[src/rtl/tt_swap_arb.sv]
// tt_swap_arb
// Arbiter for a 2x2 swap element fed by two sources. Each arbitration picks
// the swap key and the grants, then holds them for a burst of BURST_LEN
// cycles. Two sources may share a burst only when their destinations differ.
// When both sources want the same output, a round-robin pointer picks the
// winner, and the loser gets priority at the next contended arbitration.
//
// Ports
//   clk      : single clock; all state changes on the rising edge
//   rst      : asynchronous active-high reset
//   req0     : source 0 (swap input a) requests the switch
//   dst0     : source 0 destination (0 = output c, 1 = output d)
//   req1     : source 1 (swap input b) requests the switch
//   dst1     : source 1 destination (0 = output c, 1 = output d)
//   key      : swap control (0 = a->c, b->d; 1 = b->c, a->d)
//   gnt0     : source 0 granted
//   gnt1     : source 1 granted
//   busy     : a burst is in progress
//   conflict : one-cycle pulse after a contended arbitration
module tt_swap_arb #(
    parameter int unsigned BURST_LEN = 4
) (
    input  logic clk,
    input  logic rst,
    input  logic req0,
    input  logic dst0,
    input  logic req1,
    input  logic dst1,
    output logic key,
    output logic gnt0,
    output logic gnt1,
    output logic busy,
    output logic conflict
);

    typedef enum logic {
        IDLE = 1'b0,
        HOLD = 1'b1
    } state_t;

    localparam logic [3:0] CNT_LOAD = 4'(BURST_LEN - 1);

    state_t     state_q, state_d;
    logic [3:0] cnt_q, cnt_d;
    logic       rr_q, rr_d;
    logic       key_q, key_d;
    logic       gnt0_q, gnt0_d;
    logic       gnt1_q, gnt1_d;
    logic       busy_q, busy_d;
    logic       conflict_q, conflict_d;
    logic       arb;

    // Next-state logic. In IDLE the grants stay cleared and the key keeps
    // its last value. While a burst is running, a grant can only drop out;
    // new requests wait until the counter reaches zero.
    always_comb begin
        state_d    = state_q;
        cnt_d      = cnt_q;
        rr_d       = rr_q;
        key_d      = key_q;
        gnt0_d     = 1'b0;
        gnt1_d     = 1'b0;
        conflict_d = 1'b0;

        arb = (req0 | req1) & ((state_q == IDLE) | (cnt_q == 4'd0));

        if (arb) begin
            state_d = HOLD;
            cnt_d   = CNT_LOAD;
            if (req0 && !req1) begin
                gnt0_d = 1'b1;
                key_d  = dst0;
            end else if (!req0 && req1) begin
                gnt1_d = 1'b1;
                key_d  = ~dst1;
            end else if (dst0 != dst1) begin
                // Different outputs: one key value serves both sources.
                gnt0_d = 1'b1;
                gnt1_d = 1'b1;
                key_d  = dst0;
            end else begin
                // Same output: the pointer picks the winner, then points at the loser.
                conflict_d = 1'b1;
                if (!rr_q) begin
                    gnt0_d = 1'b1;
                    key_d  = dst0;
                    rr_d   = 1'b1;
                end else begin
                    gnt1_d = 1'b1;
                    key_d  = ~dst1;
                    rr_d   = 1'b0;
                end
            end
        end else if (state_q == HOLD && cnt_q != 4'd0) begin
            gnt0_d = gnt0_q & req0;
            gnt1_d = gnt1_q & req1;
            cnt_d  = 4'(cnt_q - 4'd1);
            // If both granted sources have dropped their requests, end the burst early.
            if (!gnt0_d && !gnt1_d) begin
                state_d = IDLE;
                cnt_d   = 4'd0;
            end
        end else begin
            state_d = IDLE;
            cnt_d   = 4'd0;
        end

        busy_d = (state_d == HOLD);
    end

    always_ff @(posedge clk or posedge rst) begin
        if (rst) begin
            state_q    <= IDLE;
            cnt_q      <= 4'd0;
            rr_q       <= 1'b0;
            key_q      <= 1'b0;
            gnt0_q     <= 1'b0;
            gnt1_q     <= 1'b0;
            busy_q     <= 1'b0;
            conflict_q <= 1'b0;
        end else begin
            state_q    <= state_d;
            cnt_q      <= cnt_d;
            rr_q       <= rr_d;
            key_q      <= key_d;
            gnt0_q     <= gnt0_d;
            gnt1_q     <= gnt1_d;
            busy_q     <= busy_d;
            conflict_q <= conflict_d;
        end
    end

    assign key      = key_q;
    assign gnt0     = gnt0_q;
    assign gnt1     = gnt1_q;
    assign busy     = busy_q;
    assign conflict = conflict_q;

endmodule

[config.mk]
export PLATFORM = sky130hd
export DESIGN_NAME = tt_swap_arb
export DESIGN_NICKNAME = d
export VERILOG_FILES = /design/src/rtl/tt_swap_arb.sv
export SDC_FILE = /design/constraint.sdc
export NUM_CORES = 1
export LEC_CHECK = 0
export CAP_MARGIN = 10
export CORE_UTILIZATION = 30
export CTS_CLUSTER_DIAMETER = 50
export DETAILED_ROUTE_END_ITERATION = 7
export GPL_ROUTABILITY_DRIVEN = 0
export PLACE_DENSITY_LB_ADDON = 0.2
export SYNTH_ARGS = -nofsm -noshare
export SYNTH_HDL_FRONTEND = slang
export SYNTH_SLANG_ARGS = --single-unit
[constraint.sdc]
create_clock -name clk -period 1.5 [get_ports clk]
set_input_delay 0.225 -clock clk [delete_from_list [all_inputs] [get_ports clk]]
set_output_delay 0.225 -clock clk [all_outputs]
set_load 0.005 [all_outputs]
==> results.json <==
{
  "status": "finished, final reports clean",
  "ys.warnings.count": 0,
  "mostFrequentLayoutCells": "10 x dfrtp_1, 10 x clkdlybuf4s50_1, 8 x buf_4",
  "finalSetupViolations": 0,
  "antenna_left": 0,
  "fin_crit_ps": 1477,
  "cp.required_ps": 1650,
  "synth.distinct_cells": 20,
  "cts.path.max_buffers": 2,
  "synthCells": 43,
  "finalHoldViolCount": 0,
  "clock_latency_ps": 270,
  "powerDensity_mw_per_mm2": 1954,
  "track_usage_pct": 12.50,
  "clock-root-buffer": "clkbuf_4",
  "clock_skew_ps": 2.673,
  "area.sequential_sq_um": 250.2,
  "coreArea_sq_mm": 0.001541,
  "synthSimpleGateAreaFrac_pct": 8.955,
  "totalWireLength_um": 908,
  "antenna_found_initial": 0,
  "ys_seq_area_share_pct": 49.75,
  "max_cap_violations": 0,
  "rr_worst_depth": 6,
  "synth_fa_ha_area_share_pct": 6.965,
  "p_total_mw": 1.460,
  "drv_slew": 0,
  "clock-sinks": 10,
  "drc": 0,
  "dp_hpwl_um": 685.6,
  "worst_pin_slew_ps": 395.3,
  "path_max_fanout": 4,
  "grt-ovfl-total": 0,
  "viasPerCell": 4.720,
  "std_cell_rows": 14,
  "die_height_um": 42.95,
  "grt_pass1_wl_mm": 1.538,
  "ys_seq_elements": 10,
  "ff2ff_setup_slack_ps": 20,
  "num_io_pins": 11,
  "portBuffers": 10,
  "wl_per_cell_um": 11.07,
  "rsz0062_at_grt": "yes",
  "start_kind": "register",
  "clkTransAtPathRegs_ps": 70,
  "max_clock_freq_mhz": 676.9,
  "cts_tree": "yes",
  "fp.dieW_um": 42.95,
  "hold_path.class": "in -> async",
  "htree_levels": 1,
  "area_growth_pct": 48.51,
  "cts_buffers": 3,
  "cp.arrival_ps": 1630,
  "syn-cell-area_sq_um": 503.0,
  "antennaDiodeCount": 0,
  "fin_crit_sh_pct": 98.49,
  "r2r-end": "key",
  "synth.area.mux_share_pct": 4.229,
  "die_area_sq_mm": 0.001844,
  "grt_max_degree": 11,
  "vias": 387,
  "postCtsHoldBufs": 0,
  "initial_core_util_pct": 32.63,
  "finalNetCount": 75,
  "irDropWorstVdd_mv": 0.7529,
  "synth_nets": 51,
  "synth_top_family_by_area": "compound AO/OA/AOI/OAI gates",
  "critPathKind": "reg -> reg",
  "grt_pass1_vias": 337,
  "nFillCells": 154,
  "crit_path_end_kind": "register",
  "avgSynthCellArea_sq_um": 11.70,
  "synth_xor_area_share_pct": 8.458,
  "drt_first_iter_violations": 15,
  "synth_compound_area_share_pct": 15.67,
  "r2r_start": "cnt_q[1]",
  "multi_input_area_sq_um": 239.0,
  "total_leakage_power_nw": 0.3531,
  "relSlewSlack_pct": 73.62,
  "first_pass_iters": 4,
  "drive_gt1_share_pct": 33.33,
  "final_util_pct": 48.46
}
==> repair_timing <==
item,4_1_cts,5_1_grt
endpoints found under the setup margin,0,3
hold endpoints to repair,0,0
gates resized for setup,0,7
buffers inserted,0,1
==> power breakdown <==
part / total [mW] / switching, mW / leakage (nW) / internal, mW
logic: 0.754 / 0.304 / 0.208 / 0.451
clock network: 0.243 / 0.0954 / 0.0210 / 0.148
registers: 0.463 / 0.0873 / 0.124 / 0.375
==> worst max-delay path, cell delays in order, from the launching register on <==
cell and delay (ps):
dfrtp_1 380, inv_2 80, ha_4 130, inv_2 30
o31ai_4 310, o21ai_2 120, mux2_4 310
==> metrics by stage <==
step	setup TNS [ps]	hold slack [ps]	instances	worst slack, ps	area [sq um]
after floorplan	0	65.18	43	1.337	503.0
after global placement	-115.1	483.8	77	-115.1	683.2
after detailed placement	-127.5	484.3	77	-127.5	683.2
after CTS	0	247.1	81	34.30	719.4
after global routing	-40.86	267.7	82	-40.38	747.0
final	0	233.7	82	22.63	747.0
==> metal layers <==
layer	global-route usage, %	vias to the layer above	share of wire (%)
li1	-	196	-
met1	15.96	175	47
met2	15.76	14	44
met3	7.660	2	7.3
met4	7.273	0	1.7
met5	0	-	0
==> layout make-up <==
class / count / share of cell area [%]
inverter: 8 / 4.020
sequential: 10 / 33.50
multi-input combinational: 25 / 31.99
timing repair buffer: 19 / 22.95
clock buffer: 4 / 4.858
tap: 16 / 2.680
==> logic make-up after synthesis <==
kind of cell | Yosys count
adder cells (fa/ha/maj) | 3
multiplexers | 2
AO/OA/AOI/OAI | 9
XOR/XNOR | 4
flip-flops | 10
buffers and inverters | 8
AND/OR/NAND/NOR | 7
==> flip-flops by register name (all words and copies together) (netlist names) <==
| name | count |
|---|---|
| busy | 1 |
| key | 1 |
| gnt0 | 1 |
| rr_q | 1 |
| gnt1 | 1 |
| conflict | 1 |
| cnt_q | 4 |
==> cells in the mapped netlist <==
cell type  number  area (sq um)
a21oi_1         2         10.01
a22oi_1         1         7.510
and4_4          1         11.26
dfrtp_1        10         250.2
ha_1            2         25.02
inv_1           8         30.03
maj3_1          1         10.01
mux2_1          1         11.26
mux2i_1         1         10.01
nand2_1         1         3.750
nand4_1         1         6.260
nand4b_1        1         8.760
nor3_1          3         15.01
o211a_1         2         20.02
o21ai_0         1         5.000
o21ai_2         1         8.760
o22ai_1         1         6.260
o31ai_4         1         21.27
xnor2_1         3         26.28
xor2_2          1         16.27
==> how the worst max path moves through the flow <==
stage | startpoint | to | cells after the start
floorplan | cnt_q[0] | key | 6
global placement | req0 | key | 5
detailed placement | req0 | key | 5
CTS | cnt_q[0] | key | 6
global route | cnt_q[1] | key | 6
finish | cnt_q[1] | key | 6
No activity file was read; power rests on OpenSTA's default activity.
